==> src/rtl/game_sequencer.sv <==
// Frame-synchronous game controller: state, lives, score and fruit placement.
// Optional post-hit pause (HIT state) is built when GAME_INVULN_EN is defined.
module game_sequencer #(
    parameter int          FRAME_LINE   = 601,
    parameter int          FIELD_X0     = 100,
    parameter int          FIELD_Y0     = 100,
    parameter int          FRUIT_X_INIT = 400,
    parameter int          FRUIT_Y_INIT = 400,
    parameter int          PAUSE_FRAMES = 60,
    parameter logic [15:0] LFSR_SEED    = 16'hACE1
) (
    input  logic        clk,
    input  logic        reset,
    input  logic [10:0] pixel_x,
    input  logic [9:0]  pixel_y,
    input  logic        start,
    input  logic        hit_fruit,
    input  logic        hit_wall,
    output logic [2:0]  stateGame,
    output logic [1:0]  lives,
    output logic [2:0]  heart_en,
    output logic [7:0]  score,
    output logic [10:0] fruit_x,
    output logic [9:0]  fruit_y,
    output logic        fruit_move
);

    typedef enum logic [2:0] {
        S_IDLE = 3'b000,
        S_PLAY = 3'b001,
        S_HIT  = 3'b010,
        S_OVER = 3'b011
    } state_t;

    state_t      state_q;
    logic [1:0]  lives_q;
    logic [2:0]  heart_en_q;
    logic [7:0]  score_q;
    logic [10:0] fruit_x_q;
    logic [9:0]  fruit_y_q;
    logic        fruit_move_q;

    logic [15:0] lfsr_q, lfsr_d;
    logic        start_q, start_qq;
    logic        pf_q, pf_d;
    logic        pw_q, pw_d;
`ifdef GAME_INVULN_EN
    logic [15:0] pause_q;
`endif

    logic        tick;
    logic        start_rise;
    logic        in_play;
    logic [7:0]  score_inc;
    logic [1:0]  lives_dec;
    logic [10:0] fruit_x_new;
    logic [9:0]  fruit_y_new;

    function automatic logic [2:0] thermo(input logic [1:0] l);
        case (l)
            2'd3:    thermo = 3'b111;
            2'd2:    thermo = 3'b011;
            2'd1:    thermo = 3'b001;
            default: thermo = 3'b000;
        endcase
    endfunction

    assign tick       = (pixel_x == 11'd0) && (pixel_y == FRAME_LINE[9:0]);
    assign start_rise = start_q & ~start_qq;
    assign in_play    = (state_q == S_PLAY);

    // Fibonacci LFSR, taps 16,14,13,11, shifting toward bit 0
    assign lfsr_d = {lfsr_q[0] ^ lfsr_q[2] ^ lfsr_q[3] ^ lfsr_q[5],
                     lfsr_q[15:1]};

    // A hit on the tick cycle survives the clear and lands next frame
    assign pf_d = (in_play & hit_fruit) | (pf_q & ~tick);
    assign pw_d = (in_play & hit_wall)  | (pw_q & ~tick);

    assign score_inc   = (score_q == 8'hFF) ? score_q : score_q + 8'd1;
    assign lives_dec   = (lives_q == 2'd0) ? 2'd0 : lives_q - 2'd1;
    assign fruit_x_new = FIELD_X0[10:0] + {2'b00, lfsr_q[8:0]};
    assign fruit_y_new = FIELD_Y0[9:0] + {2'b00, lfsr_q[15:8]};

    always_ff @(posedge clk or posedge reset) begin
        if (reset) begin
            lfsr_q   <= LFSR_SEED;
            start_q  <= 1'b0;
            start_qq <= 1'b0;
            pf_q     <= 1'b0;
            pw_q     <= 1'b0;
        end else begin
            lfsr_q   <= lfsr_d;
            start_q  <= start;
            start_qq <= start_q;
            pf_q     <= pf_d;
            pw_q     <= pw_d;
        end
    end

    always_ff @(posedge clk or posedge reset) begin
        if (reset) begin
            state_q      <= S_IDLE;
            lives_q      <= 2'd3;
            heart_en_q   <= 3'b111;
            score_q      <= 8'd0;
            fruit_x_q    <= FRUIT_X_INIT[10:0];
            fruit_y_q    <= FRUIT_Y_INIT[9:0];
            fruit_move_q <= 1'b0;
`ifdef GAME_INVULN_EN
            pause_q      <= 16'd0;
`endif
        end else begin
            fruit_move_q <= 1'b0;
            unique case (state_q)
                S_IDLE: begin
                    if (start_rise) begin
                        lives_q      <= 2'd3;
                        heart_en_q   <= 3'b111;
                        score_q      <= 8'd0;
                        fruit_x_q    <= FRUIT_X_INIT[10:0];
                        fruit_y_q    <= FRUIT_Y_INIT[9:0];
                        fruit_move_q <= 1'b1;
                        state_q      <= S_PLAY;
                    end
                end
                S_PLAY: begin
                    if (tick) begin
                        if (pf_q) begin
                            score_q      <= score_inc;
                            fruit_x_q    <= fruit_x_new;
                            fruit_y_q    <= fruit_y_new;
                            fruit_move_q <= 1'b1;
                        end
                        if (pw_q) begin
                            lives_q    <= lives_dec;
                            heart_en_q <= thermo(lives_dec);
                            if (lives_dec == 2'd0) begin
                                state_q <= S_OVER;
                            end else begin
`ifdef GAME_INVULN_EN
                                pause_q <= PAUSE_FRAMES[15:0];
                                state_q <= S_HIT;
`endif
                            end
                        end
                    end
                end
`ifdef GAME_INVULN_EN
                S_HIT: begin
                    if (tick) begin
                        if (pause_q <= 16'd1) begin
                            pause_q <= 16'd0;
                            state_q <= S_PLAY;
                        end else begin
                            pause_q <= pause_q - 16'd1;
                        end
                    end
                end
`endif
                S_OVER: begin
                    if (start_rise) begin
                        state_q <= S_IDLE;
                    end
                end
                default: begin
                    state_q <= S_IDLE;
                end
            endcase
        end
    end

    assign stateGame  = state_q;
    assign lives      = lives_q;
    assign heart_en   = heart_en_q;
    assign score      = score_q;
    assign fruit_x    = fruit_x_q;
    assign fruit_y    = fruit_y_q;
    assign fruit_move = fruit_move_q;

endmodule
==> config.mk <==
export PLATFORM = sky130hd
export DESIGN_NAME = game_sequencer
export DESIGN_NICKNAME = d
export VERILOG_FILES = /design/src/rtl/game_sequencer.sv
export SDC_FILE = /design/constraint.sdc
export NUM_CORES = 1
export LEC_CHECK = 0
export BUFFER_PORTS_ARGS = -buffer_cell sky130_fd_sc_hd__clkbuf_2
export CAP_MARGIN = 20
export CORE_ASPECT_RATIO = 0.9
export CORE_MARGIN = 2
export CORE_UTILIZATION = 45
export CTS_CLUSTER_DIAMETER = 60
export DETAILED_ROUTE_END_ITERATION = 7
export PLACE_DENSITY_LB_ADDON = 0.25
export SYNTH_ARGS = -nofsm -noshare
export SYNTH_HDL_FRONTEND = slang
export SYNTH_SLANG_ARGS = --single-unit
==> constraint.sdc <==
create_clock -name clk -period 1.66 [get_ports clk]
set_input_delay 0.249 -clock clk [delete_from_list [all_inputs] [get_ports clk]]
set_output_delay 0.249 -clock clk [all_outputs]
set_load 0.01 [all_outputs]
After elaboration in Yosys (flattened, before gate mapping):

Cells that the tools add are included.

* mux-type cells: 33
* add/sub/neg operators: 4
* bitwise logic cells: 12
* eq/ne operators: 14
* reductions and logical operators: 10

Operators by type and width (count)
* two-way mux 11 bit: 3
* two-way mux 8 bit: 4
* two-way mux 10 bit: 3
* two-way mux 3 bit: 8
* one-hot mux 11 bit (2 select lines): 1
* one-hot mux 10 bit (2 select lines): 1
* one-hot mux 3 bit (3 select lines): 2
* one-hot mux 8 bit (2 select lines): 1
* inequality test 2 bit (second input constant): 6
* zero test 11 bit: 1
* adder 7 x 9 -> 10 bit (first input constant): 1
* == test 10 bit (second input constant): 1
* AND reduction 5 bit: 2
* adder 7 x 8 -> 9 bit (first input constant): 1
* adder 8 x 1 -> 8 bit (second input constant): 1
* == test 8 bit (second input constant): 1
* two-way mux 2 bit: 4
* AND reduction 4 bit: 2
* one-hot mux 3 bit (2 select lines): 1
* bitwise AND 1 bit: 5
* == test 2 bit (second input constant): 2
* zero test 2 bit: 2
* one-hot mux 2 bit (2 select lines): 1
* == test 3 x 1 -> 1 bit (second input constant): 1
* other kinds (12): 18

* output and inout bits: 38
* input bits: 26
* bits in registers: 58
* logic and storage cells: 85

Depth between registers and ports, before layout:

Gate-level depths: netlist of run 1.

* depth in word-level cells: 7
* gate-level depth with buffers: 7
* mapped depth without buffers: 6

Worst setup path after synthesis of run 1:

Ideal clock, no wire load.

* path type: register to register
* from: register state_q[0] (netlist: stateGame[0])
* to: register fruit_x_q[2] (netlist: fruit_x[2])
* stages on the path, launching flop included: 6
* slack: -0.106 ns
* period minus slack after synthesis: 1.766 ns
* data arrival time: 1.639 ns
* path through: dfrtp_1 nor4b_4 a21oi_2 o31ai_4 buf_6 mux2_1

* word-level cells in the longest chain between the ends: 3

Ends and longest elaborated chain
* start, declared: line 35 `state_t state_q;`
* start signal, assigned: line 103 `state_q <= S_IDLE;`
* start signal, assigned: line 124 `state_q <= S_PLAY;`
* start signal, assigned: line 139 `state_q <= S_OVER;`
* == test 3 x 1 -> 1 bit / zero test 3 bit (equally long branches): line 115 `unique case (state_q)`
* inequality test 2 bit (no line) / nonzero test 2 bit (equally long branches)
* AND reduction 4 bit (no line)
* end signal, assigned: line 107 `fruit_x_q <= FRUIT_X_INIT[10:0];`
* end signal, assigned: line 121 `fruit_x_q <= FRUIT_X_INIT[10:0];`
* end signal, assigned: line 131 `fruit_x_q <= fruit_x_new;`
* end, declared: line 39 `logic [10:0] fruit_x_q;`

Several ways; a longest one is shown, not always the timed one.
A chain may end at the register's enable or synchronous reset.

Worst setup path in the final report of run 1:

* from: register state_q[0] (netlist: stateGame[0])
* to: register fruit_y_q[7] (netlist: fruit_y[7])

* word-level cells in the longest chain between the ends: 3

Ends and longest elaborated chain
* == test 3 x 1 -> 1 bit / zero test 3 bit (equally long branches): line 115
* inequality test 2 bit (no line) / nonzero test 2 bit (equally long branches)
* AND reduction 4 bit (no line)
* end signal, assigned: line 108 `fruit_y_q <= FRUIT_Y_INIT[9:0];`
* end signal, assigned: line 122 `fruit_y_q <= FRUIT_Y_INIT[9:0];`
* end signal, assigned: line 132 `fruit_y_q <= fruit_y_new;`
* end, declared: line 40 `logic [9:0] fruit_y_q;`

Several ways; a longest one is shown, not always the timed one.

==> run summary, run 1 <==
The routed design could run at a clock period as short as 1.67 ns. Static timing analysis puts the maximum clock frequency at 599 MHz. Setup repair after global routing could not meet its margin everywhere. The post-detailed-route wirelength per cell works out to 13.9 um. The initial antenna violation count was 0; the maximum level of the CTS H-tree was 2.

The CTS buffer count is 5, and the share of final-layout standard cells stronger than drive strength 1 is 50.6%. The logs give 0.535 mV for the highest ir drop seen on vdd and 46.8% for the starting utilization of the core area. From left edge to right edge, the die measures 82.2 um. The share of the clock period used by the worst path after layout works out to 100%.

The number of global-route vias before repair is 1804, and the overall die height is 74.4 um. The run gives 1.56 nW as the leakage power figure. The path type of the worst min-delay path was primary input to register.

Tracing the worst setup path back leads to its startpoint at stateGame[0]. The run gives 55 as the number of sinks driven by the clock tree. The depth of the worst register-to-register path was 7. The average instance in the mapped netlist occupies 11.3 um^2. Overall power consumption after layout is estimated at 2.85 mW.

For the remaining global-route overflow, the log shows 0. The area of the die came out at 6110 um^2. The run gives 5.24 mm as the total length of routed wires. The cell sitting at the root of the clock tree is a clkbuf_8. The share of async-settable or async-resettable flops after synthesis came out at 100%. The number of enable flip-flop cells after synthesis is 0. The post-route worst setup slack is -0.00824 ns. Along the worst path, the maximum fanout reaches 8. The logs give 5290 um^2 for the area inside the core boundary and 17.6% for the global-route usage over all layers. The count of endpoints failing setup in the final report came out at 1.

Counting tap cells, the placed design contains a total of 363 instances. By startpoint and endpoint, the worst setup path is classified as register to register. Across the run, the number of max-cap violations was 0. Following the worst setup path forward leads to its endpoint at fruit_y[7]. The number of optimization iterations in the first detailed-route pass came out at 4.

For this run, the number of Yosys warnings is 0. The startpoint of the lowest-slack register-to-register path was stateGame[0]. Registers take 1400 um^2.

Entering global routing, the biggest net connects 41 pins. Summing every instance area after synthesis gives 2480 um^2. The final reports fail on setup timing. Fill cells in the final layout number 445. The most instantiated flip-flop cell in the synthesis netlist is dfrtp_1. For the finished layout cell area, the log shows 3320 um^2. The logs give 0.0421 ns for the minimum hold slack and -0.008 ns for the register-to-register setup slack.

Synthesis inferred 55 register bits. The number of input and output port buffers inserted was 60. The top cell type by area accounts for 36.4% of the synthesized area. dfrtp_1 takes more of the synthesized area than any other cell.

For the remaining antenna violation count after routing, the log shows 0. Once detailed placement completed, the half-perimeter wirelength came to 3.64 mm. The first global-routing pass estimated 8.28 mm of wire.

For this run, design rule violations remaining after detail routing come to 0. For this run, the share of the core covered by cells in the final layout is 62.7%. Summing all multi-input logic gate instances after layout gives 1060 um^2.

Summing over every cut layer, the via total after detailed routing is 1938. The tools report the number of standard cells in the layout, taps in and fillers out as 377. The run gives 1.89 ns as the data required time at the worst endpoint.

The post-synthesis instance total was 220. The antenna diode count came out at 0. The number of endpoints with negative hold slack in the final report is 0, and the worst slack at placement is -0.0966 ns. For this design the ratio of total power to cell area is 859 nW/um^2. The post-placement cell area was 3020 um^2; the count of pins over their slew limit was 0. Dividing the detail-routed via count by the number of cells gives 5.14. The clock reaches the later pin of the worst-skew pair after 0.31 ns.

At the worst endpoint, the arrival time is 1.90 ns. On the final layout, the worst clock skew is 0.0117 ns. The tools report the count of different cell masters after synthesis as 47. By area the synthesized netlist is led by dfrtp_1 36%, dfstp_2 20%, nand3_1 3.2%, xor2_1 2.8%, nor2_1 2.7%. The worst setup path is launched from a register.

The number of I/O pins was 64. The number of rows created at floorplan came out at 25. The detailed router's first-iteration violation count came out at 77.

The last weighted congestion value of the routability-driven placer was 0.782. Clock-pin slew was measured on the worst setup and hold paths at 0.10 ns. In the final design database the tool counted 338 nets. The run finished, with violations left. TritonCTS built the clock tree.

The terminus of the critical flop-to-flop path is fruit_y[7]. Summed over all failing endpoints, the final setup total negative slack is -0.00824 ns. The tools report the kind of end point of the critical path as a register. The area growth from synthesis to layout is 34.0%. The largest buffer count on any clock path was 2; the sequential element share of the synthesized area was 56.5%.
==> routing by layer <==
metal  up-vias  GRT usage (%)  wire [um]
li1        945              -          -
met1       920           23.5       2360
met2        66           28.3       2530
met3         7           4.61        286
met4         0           5.56         62
met5         -              0          0
==> cell families (layout without fill, tap and decap cells) <==
kind of cell / count (synthesis) / count (layout) / share of synthesized area (%)
and+or+nand+nor: 72 / 72 / 17.6
DFF: 55 / 55 / 56.5
AOI/OAI and AO/OA: 44 / 44 / 11.4
buffers and inverters: 26 / 114 / 5.56
xor gates and xnor gates: 12 / 12 / 4.24
muxes: 7 / 7 / 2.98
adders and majority gates: 3 / 3 / 1.52
other: 1 / 3 / 0.151
==> flip-flops by register name (all words and copies together) (netlist names), 2 cells and up <==
| register | flops |
|---|---|
| stateGame | 2 |
| fruit_x | 10 |
| lfsr_q | 16 |
| heart_en | 3 |
| fruit_y | 9 |
| lives | 2 |
| score | 8 |
==> critical path: stages (launching register included) <==
cell and delay, ns:
dfrtp_2 0.45, nor4b_4 0.29, a21oi_2 0.08, o31ai_4 0.23, buf_12 0.18, clkbuf_16 0.15
nor2_2 0.04, a31oi_1 0.16
==> final cells by class <==
class / instances / area share, %
tap: 67 / 2.53
clock inverter: 3 / 0.717
sequential: 55 / 42.2
timing repair buffer: 92 / 18.8
multi-input combinational: 141 / 32.1
clock buffer: 5 / 2.07
inverter: 14 / 1.58
==> cells in the final DEF (no fill, tap or decap), types with 3 or more instances in the layout <==
| cell type | instances |
|---|---|
| clkbuf_2 | 60 |
| dfrtp_1 | 35 |
| buf_4 | 26 |
| dfstp_2 | 19 |
| nor2_1 | 13 |
| inv_1 | 13 |
| nand3_1 | 9 |
| a21oi_1 | 9 |
| nand2_1 | 8 |
| xor2_1 | 8 |
| nand3_2 | 7 |
| a31oi_1 | 6 |
| o21ai_1 | 6 |
| o21ai_0 | 6 |
| clkbuf_8 | 5 |
| nand2b_1 | 4 |
| a21oi_2 | 4 |
| mux2i_1 | 4 |
| xnor2_1 | 4 |
| nor3b_1 | 3 |
| nand4_1 | 3 |
| nor2_4 | 3 |
| o21ai_2 | 3 |
| conb_1 | 3 |
==> where the power goes <==
group / switching (mW) / total, mW / internal [mW]
clock: 0.461 / 0.766 / 0.306
combinational: 0.280 / 0.547 / 0.267
sequential: 0.0686 / 1.53 / 1.47
total: 0.809 / 2.85 / 2.04
==> cells in the mapped netlist (all sizes together) (4+ instances only) <==
| master | n |
|---|---|
| a31oi | 7 |
| inv | 14 |
| o21ai | 15 |
| xnor2 | 4 |
| xor2 | 8 |
| nand3 | 16 |
| nor2 | 18 |
| buf | 10 |
| nand2 | 8 |
| mux2i | 4 |
| nand4 | 4 |
| dfstp | 19 |
| nand2b | 4 |
| a21oi | 13 |
| dfrtp | 36 |
==> how the worst min path moves through the flow <==
stage,startpoint,slack (ns),cells after the start,endpoint
3_5_place_dp,reset,0.23,2,stateGame[1]
2_1_floorplan,start,0.28,0,start_q
6_report,start,0.04,1,start_q
5_1_grt,start,0.02,1,start_q
4_1_cts,start,0.03,1,start_q
3_3_place_gp,reset,0.23,2,score[5]
==> repair_timing <==
item,CTS,global route
setup buffers,2,1
hold buffers,1,0
gates resized for setup,5,30
endpoints found under the setup margin,6,27
hold endpoints to repair,10,0
pin swaps,5,3
cloned,0,2
Power figures use the tool's default switching activity.
==> run 2, diff against run 1 <==
--- a/config.mk
+++ b/config.mk
@@ -12,7 +12,7 @@
 export CORE_UTILIZATION = 45
 export CTS_CLUSTER_DIAMETER = 60
 export DETAILED_ROUTE_END_ITERATION = 7
-export PLACE_DENSITY_LB_ADDON = 0.25
+export PLACE_DENSITY = 0.72
 export SYNTH_ARGS = -nofsm -noshare
 export SYNTH_HDL_FRONTEND = slang
 export SYNTH_SLANG_ARGS = --single-unit
==> constraint.sdc (replaced) <==
create_clock -name clk -period 1.66 [get_ports clk]
set_input_delay 0.166 -clock clk [delete_from_list [all_inputs] [get_ports clk]]
set_output_delay 0.166 -clock clk [all_outputs]
set_load 0.01 [all_outputs]
==> run 2 against run 1 <==
Effect of this change: the flow still finishes with violations (setup timing); register-to-register slack about the same; routed wire length is 1.5% higher; highest routed layer unchanged; sequential power hardly changed; non-clock buffer count down 3; via count decreased by 0.57%; power increased by 4.0%.
==> run summary, run 2 (synthesis results as in run 1) <==
The critical path is of the register to register type. After the last flow step, the layout net total stands at 335. The cell family contributing the most delay on the critical path is simple AND/OR/NAND/NOR gates. The worst setup path is launched from a register. The global-route usage over all layers is 17.7%.

The layout-stage area growth over the synthesis result is 32.7%, and the share of the clock period used by the worst path after layout is 101%. The logs give 0 for the initial antenna violation count and 0 for the count of pins over their slew limit. The number of global-route vias before repair is 1792, and the number of endpoints with negative hold slack in the final report is 0. The setup check on the worst reg-to-reg path leaves a slack of -0.02 ns. The critical path starts at score[0]. Buffers placed on the I/O ports in this run total 60. STA classifies the critical path endpoint as a register. In this run the critical register-to-register path is launched from score[0]. Setup repair after global routing could not meet its margin everywhere. Critical-path cell with the highest stage delay: dfrtp_1. The multi-input combinational cell area is 1050 um^2, and the detailed-route vias per instance is 5.15.

The floorplan step set the die width to 82.2 um. For this run, design rule violations remaining after detail routing come to 0. In this run the worst setup path terminates at score[7]. The register with the most flip-flops is lfsr_q. Overall power consumption after layout is estimated at 2.96 mW. The later pin in the worst-skew pair is clocked with a latency of 0.31 ns. Number of fill cells in the layout: 449. The repair_antennas step left the layout with diodes totalling 0. In this run the worst path has a maximum fanout of 5.

Number of buffers and inverters on the critical path: 1. At the worst endpoint, the arrival time is 1.87 ns. Setup violations remaining at the end of the flow were counted as 3.

The tools report the total length of routed wires as 5.32 mm. The analysis attributes to cell leakage a power of 1.55 nW. The pin count of the biggest net entering global routing was 56; the first-pass GRT wire length was 8.28 mm. For the max-cap violation count, the log shows 0. The critical path depth was 7. The signal on the critical path passes through ha_2, and4_1, and4_1, nor3_2, buf_4, a211oi_2, a41o_1.

The last weighted congestion value of the routability-driven placer was 0.765. The final reports fail on setup timing. Cell type with the highest occurrence count on the critical path: and4_1.

The region available for standard cell placement spans 5290 um^2. The minimum clock period after layout came out at 1.68 ns. TritonCTS built the clock tree.

The number of sinks driven by the clock tree was 55. In the layout the commonest cells are 60 x clkbuf_2, 35 x dfrtp_1, 22 x buf_4. The detailed router's first-iteration violation count was 56; the CTS buffer count was 5. The endpoint identified for the worst register-to-register timing path is score[7].

The logs give 6110 um^2 for the area of the die and 1400 um^2 for the combined flip-flop and latch cell area. The run finished, with violations left. Once the floorplan was initialized, standard cells occupied 46.8% of the core. At the worst endpoint, the required time is 1.86 ns.

The final route contains 1927 vias. Clock-pin slew was measured on the worst setup and hold paths at 0.09 ns. The floorplan has 25 rows.

In this design, the stage delay of the slowest critical-path cell is 0.39 ns. Once detailed placement completed, the half-perimeter wirelength came to 3.58 mm. The commonest non-fill, non-tap cell in the layout was clkbuf_2. For this design the top-level I/O count stands at 64.

The number of optimization iterations in the first detailed-route pass came out at 4. The tools report the achievable frequency as 597 MHz. For this design the ratio of total power to cell area is 901 nW/um^2.

The worst-case IR drop observed on VDD is 0.446 mV. The post-route worst setup slack came out at -0.0158 ns. Counting cells, the worst reg-to-reg path comes to 7. Clock tree synthesis selected as its root buffer the cell clkbuf_8. The largest buffer count on any clock path is 2, and the maximum level of the CTS H-tree is 2. Flip-flop count of the largest register, all copies and words added: 16. The post-detailed-route wirelength per cell was 14.2 um.

The aggregate negative setup slack was -0.0262 ns; the maximum clock skew at final layout was 0.0115 ns. The detail route stage leaves a number of antenna-violating nets equal to 0. The overall die height was 74.4 um. The remaining global-route overflow is 0, and the share of final-layout standard cells stronger than drive strength 1 is 49.2%. The path type of the worst min-delay path is primary input to register.
[run 2: cell count changes in the layout (fill, tap and decap cells not counted), moves of 2 or more]
| cell | delta |
|---|---|
| buf_4 | -4 |
| o21ai_2 | +2 |
| o21ai_1 | -2 |
| nand3_2 | -2 |
| nand3_1 | +2 |
[run 2: layout make-up]
class / count / share of cell area [%]
Clock inverter: 2 / 1.18
Timing Repair Buffer: 89 / 17.9
Tap cell: 67 / 2.55
Multi-Input combinational cell: 141 / 31.9
Sequential cell: 55 / 42.7
Inverter: 14 / 1.60
Clock buffer: 6 / 2.21
[run 2: how the worst min path moves through the flow]
stage	start	endpoint	slack, ns	cells past startpoint
after CTS	hit_wall	pw_q	0.07	2
after global placement	reset	fruit_move	0.22	3
final	hit_fruit	pf_q	0.08	2
after global routing	hit_wall	pw_q	0.09	2
after detailed placement	reset	start_q	0.23	3
after floorplan	start	start_q	0.20	0
[run 2: worst register-to-register path: cells and delay by family (launching register included)]
kind | cells | cell delay [ns]
AND/OR/NAND/NOR | 3 | 0.56
AO/OA/AOI/OAI | 2 | 0.26
buffers and inverters | 1 | 0.17
flip-flops | 1 | 0.39
adder cells (fa/ha/maj) | 1 | 0.19
[run 2: per-stage QoR]
stage                     utilization, %  area [um^2]  setup slack, ns  hold slack [ns]  cells
final                               62.2         3290          -0.0158           0.0814    374
after global routing                62.2         3290           -0.138           0.0862    374
after CTS                           59.1         3130          -0.0236           0.0747    369
after detailed placement            56.2         2970          -0.0350            0.225    358
after global placement              56.2         2970          0.00961            0.220    358
after floorplan                        -         2490           -0.103            0.197    222
[run 2: report_power, final]
| group | leakage (nW) | internal (mW) | switching, mW | total, mW |
|---|---|---|---|---|
| Clock | 0.0558 | 0.457 | 0.443 | 0.899 |
| Sequential | 0.667 | 1.47 | 0.0711 | 1.54 |
| Combinational | 0.827 | 0.254 | 0.272 | 0.526 |
[run 2: metal layers]
metal  vias up  routed length [um]  GRT usage, %
met5         -                   0             0
met4         0                  48          5.56
met3         4                 261          3.40
met2        57                2620          29.6
met1       931                2390          23.4
li1        935                   -             -
[run 2: repair_timing]
action / in CTS / in global routing
setup endpoints to repair: 9 / 23
hold endpoints to repair: 37 / 0
cloned: 0 / 2
buffers inserted: 1 / 3
resized for setup: 4 / 29
hold buffers: 2 / 0
pin swaps: 1 / 5
==> run 3, diff against run 2 <==
--- a/config.mk
+++ b/config.mk
@@ -7,12 +7,14 @@
 export LEC_CHECK = 0
 export BUFFER_PORTS_ARGS = -buffer_cell sky130_fd_sc_hd__clkbuf_2
 export CAP_MARGIN = 20
+export CELL_PAD_IN_SITES_DETAIL_PLACEMENT = 1
+export CELL_PAD_IN_SITES_GLOBAL_PLACEMENT = 1
 export CORE_ASPECT_RATIO = 0.9
 export CORE_MARGIN = 2
-export CORE_UTILIZATION = 45
+export CORE_UTILIZATION = 37
 export CTS_CLUSTER_DIAMETER = 60
 export DETAILED_ROUTE_END_ITERATION = 7
-export PLACE_DENSITY = 0.72
+export PLACE_DENSITY_LB_ADDON = 0.1
 export SYNTH_ARGS = -nofsm -noshare
 export SYNTH_HDL_FRONTEND = slang
 export SYNTH_SLANG_ARGS = --single-unit
==> run 3 against run 2 <==
Effect of this change: the flow still finishes with violations (setup timing); critical endpoint is now fruit_x[2]; highest routed layer unchanged; routed wire length increased by 14%; die area increased by 20%; register-to-register slack about the same; worst hold slack got worse by 0.0025 ns; design area increased by 0.57%.
==> run summary, run 3 (synthesis results as in run 1) <==
In this run the number of H-tree levels came out at 2. For hold timing, the worst endpoint is pw_q. Data on the critical path is required at its endpoint by 1.86 ns. Number of sinks driven by the clock tree: 55.

The analysis attributes to cell leakage a power of 1.57 nW. The flip-flop count of the largest register, all copies and words added works out to 16. In this run the clock root is driven by a clkbuf_8.

The initial antenna violation count was 0. The worst register-to-register path begins at stateGame[0]. The tool flagged a number of max-cap violations equal to 0. The number of clock buffers added by TritonCTS is 5.

The run finished, with violations left. For this run, global-route usage on met2 was measured as 31.3%. The tools report the aggregate negative setup slack as -0.0359 ns. For this run, global-route usage on met3 was measured as 3.30%.

The path type of the worst setup path is register to register. The commonest non-fill, non-tap cell in the layout is clkbuf_2. The power per unit of standard cell area is 890 nW/um^2, and the antenna diode count is 0.

The library cells used most frequently in the layout, excluding fill and tap cells, are 60 x clkbuf_2, 35 x dfrtp_1, 26 x buf_4. Dividing the detail-routed wire length by the instance count gives 15.1 um. The checks that failed: setup timing. The DRC violation count after routing was 0; the detailed-route vias per instance was 4.93. Entering global routing, the biggest net connects 39 pins.

The number of cells on the worst reg-to-reg path is 5. The finished cells cover 3300 um^2. After the flow finishes, the layout carries non-filler instances totaling 403. After legalization and detailed placement, the total HPWL measured 4.38 mm. The register with the most flip-flops is lfsr_q. The first global-routing pass estimated 9.92 mm of wire. Relative to the synthesized area, the layout overhead comes to 33.5%. The highest net fanout along the worst path came out at 6.

For the remaining antenna violation count after routing, the log shows 0. The worst path in the final design needs a cycle of 1.69 ns, including I/O delays and setup. The run gives 593 MHz as the achievable frequency. The total length of routed wires is 6.08 mm, and the met1 track demand over resource in global routing is 20.7%. Counting instances, the worst hold path has a depth of 2.

After filler insertion, the fill cell instance count of the layout stands at 762. In this run, the combinational gates consume 17.2% of the power. The logs give 0.726 for the last weighted congestion value of the routability-driven placer and 0.0789 ns for the minimum hold slack.

Number of endpoints with negative hold slack in the final report: 0. The overall die height is 81.6 um, and the sequential group share of total power is 51.8%. The global-route layer with the greatest usage is met2. The worst register-to-register path has a setup slack of -0.03 ns.

The logs give 788 uW for the net switching power and 2 for the count of endpoints failing setup in the final report. Walking the worst path, the cells encountered are nor4b_4, a21oi_2, o31ai_4, buf_6, mux2_1. Port buffering added 60 buffers.

STA classifies the critical path startpoint as a register. After the last flow step, the layout net total stands at 341. Once the floorplan was initialized, standard cells occupied 38.0% of the core. The number of buffers and inverters on the critical path was 1.

IR analysis of the VDD net gives a maximum drop of 0.342 mV. The number of global-route vias before repair was 2079. Detailed router's first-iteration violation count: 45.

The width of the die is 90.2 um. The total area inside the core boundary comes to 6520 um^2. On the critical path, the stage with the largest delay is an instance of dfrtp_2. Clock latency reported for the late side of the worst-skew pair: 0.31 ns. The tools report the count of pins over their slew limit as 0. For the data arrival time of the critical path, the log shows 1.89 ns. The clock input transition at the sequential cells of the worst setup and hold paths was 0.10 ns; the share of final-layout standard cells stronger than drive strength 1 was 46.6%. STA classifies the critical path endpoint as a register.

Setup repair after global routing could not meet its margin everywhere. The endpoint identified for the worst register-to-register timing path is fruit_x[2]. The run gives 31.0% as the clock group share of total power. The logs give 7360 um^2 for the area of the die and 2 for the largest buffer count on any clock path. The switching share of power was 26.8%; the critical path's largest stage delay was 0.45 ns. The launch point of the worst hold path was hit_wall.

The routed layout has 1988 vias. Cell type group with the largest total delay on the critical path: flip-flops. The tools report the number of optimization iterations in the first detailed-route pass as 6.

Global routing consumed, over all layers together, 17.0% of the routing resources. The share of the clock period used by the worst path after layout is 102%, and the number of I/O pins is 64. Counting tap cells, the placed design contains a total of 386 instances.

TritonCTS built the clock tree. The placed instances occupy a cell area of 3040 um^2. The clock arrives with 0.00650 ns of skew. The logs give -0.0270 ns for the post-route worst setup slack and 0 for the remaining global-route overflow. Cell internal power was estimated by the tool at 2.15 mW. The path class of the tightest hold or removal check is primary input to register. The tools report the number of rows created at floorplan as 28.
## run 3: how the worst max path moves through the flow
stage                     cells after the start  slack [ns]         end    startpoint
after floorplan                               5       -0.10  fruit_x[2]  stateGame[0]
after global placement                        6       -0.06  fruit_x[9]    pixel_x[4]
after detailed placement                      7       -0.11    score[7]      score[0]
after CTS                                     7       -0.04    score[7]      score[1]
after global routing                          6       -0.08    score[7]  stateGame[0]
final                                         5       -0.03  fruit_x[2]  stateGame[0]
## run 3: power groups by stage
stage,clock network (mW),logic (mW),registers (mW)
finish,0.912,0.506,1.52
global route,0.975,0.561,1.54
CTS,0.933,0.494,1.53
detailed placement,0,0.479,1.55
global placement,0,0.468,1.55
floorplan,0,0.198,1.59
## run 3: worst reg2reg max path: stages, from the launching register on
cell and delay [ns]:
dfrtp_2 0.45, nor4b_4 0.32, a21oi_2 0.09, o31ai_4 0.20
buf_6 0.19, mux2_1 0.33
## run 3: per-layer routing
metal  vias to the layer above  share of wire [%]
li1                        948                  -
met1                       981                 45
met2                        52                 50
met3                         7                4.1
met4                         0               0.94
met5                         -                  0
## run 3: layout make-up
| cell class | count | area [um^2] | area share (%) |
|---|---|---|---|
| tap | 90 | 113 | 3.41 |
| multi-input combinational | 141 | 1010 | 30.5 |
| sequential | 55 | 1400 | 42.4 |
| timing repair buffer | 95 | 619 | 18.7 |
| clock buffer | 6 | 72.6 | 2.20 |
| inverter | 14 | 52.6 | 1.59 |
| clock inverter | 2 | 38.8 | 1.17 |
## run 3: repair_timing
action	4_1_cts	5_1_grt
setup buffers	4	1
resized for setup	6	17
cloned	1	1
hold buffers	2	0
hold endpoints to repair	14	0
pin swaps	6	3
endpoints found under the setup margin	21	27
## run 3: through the flow
stage | util (%) | total power, mW | setup slack [ns]
after global routing | 50.7 | 3.08 | -0.0798
after global placement | 46.6 | 2.02 | -0.0587
after floorplan | - | 1.79 | -0.103
after CTS | 49.4 | 2.95 | -0.0358
final | 50.7 | 2.94 | -0.0270
after detailed placement | 46.6 | 2.03 | -0.114
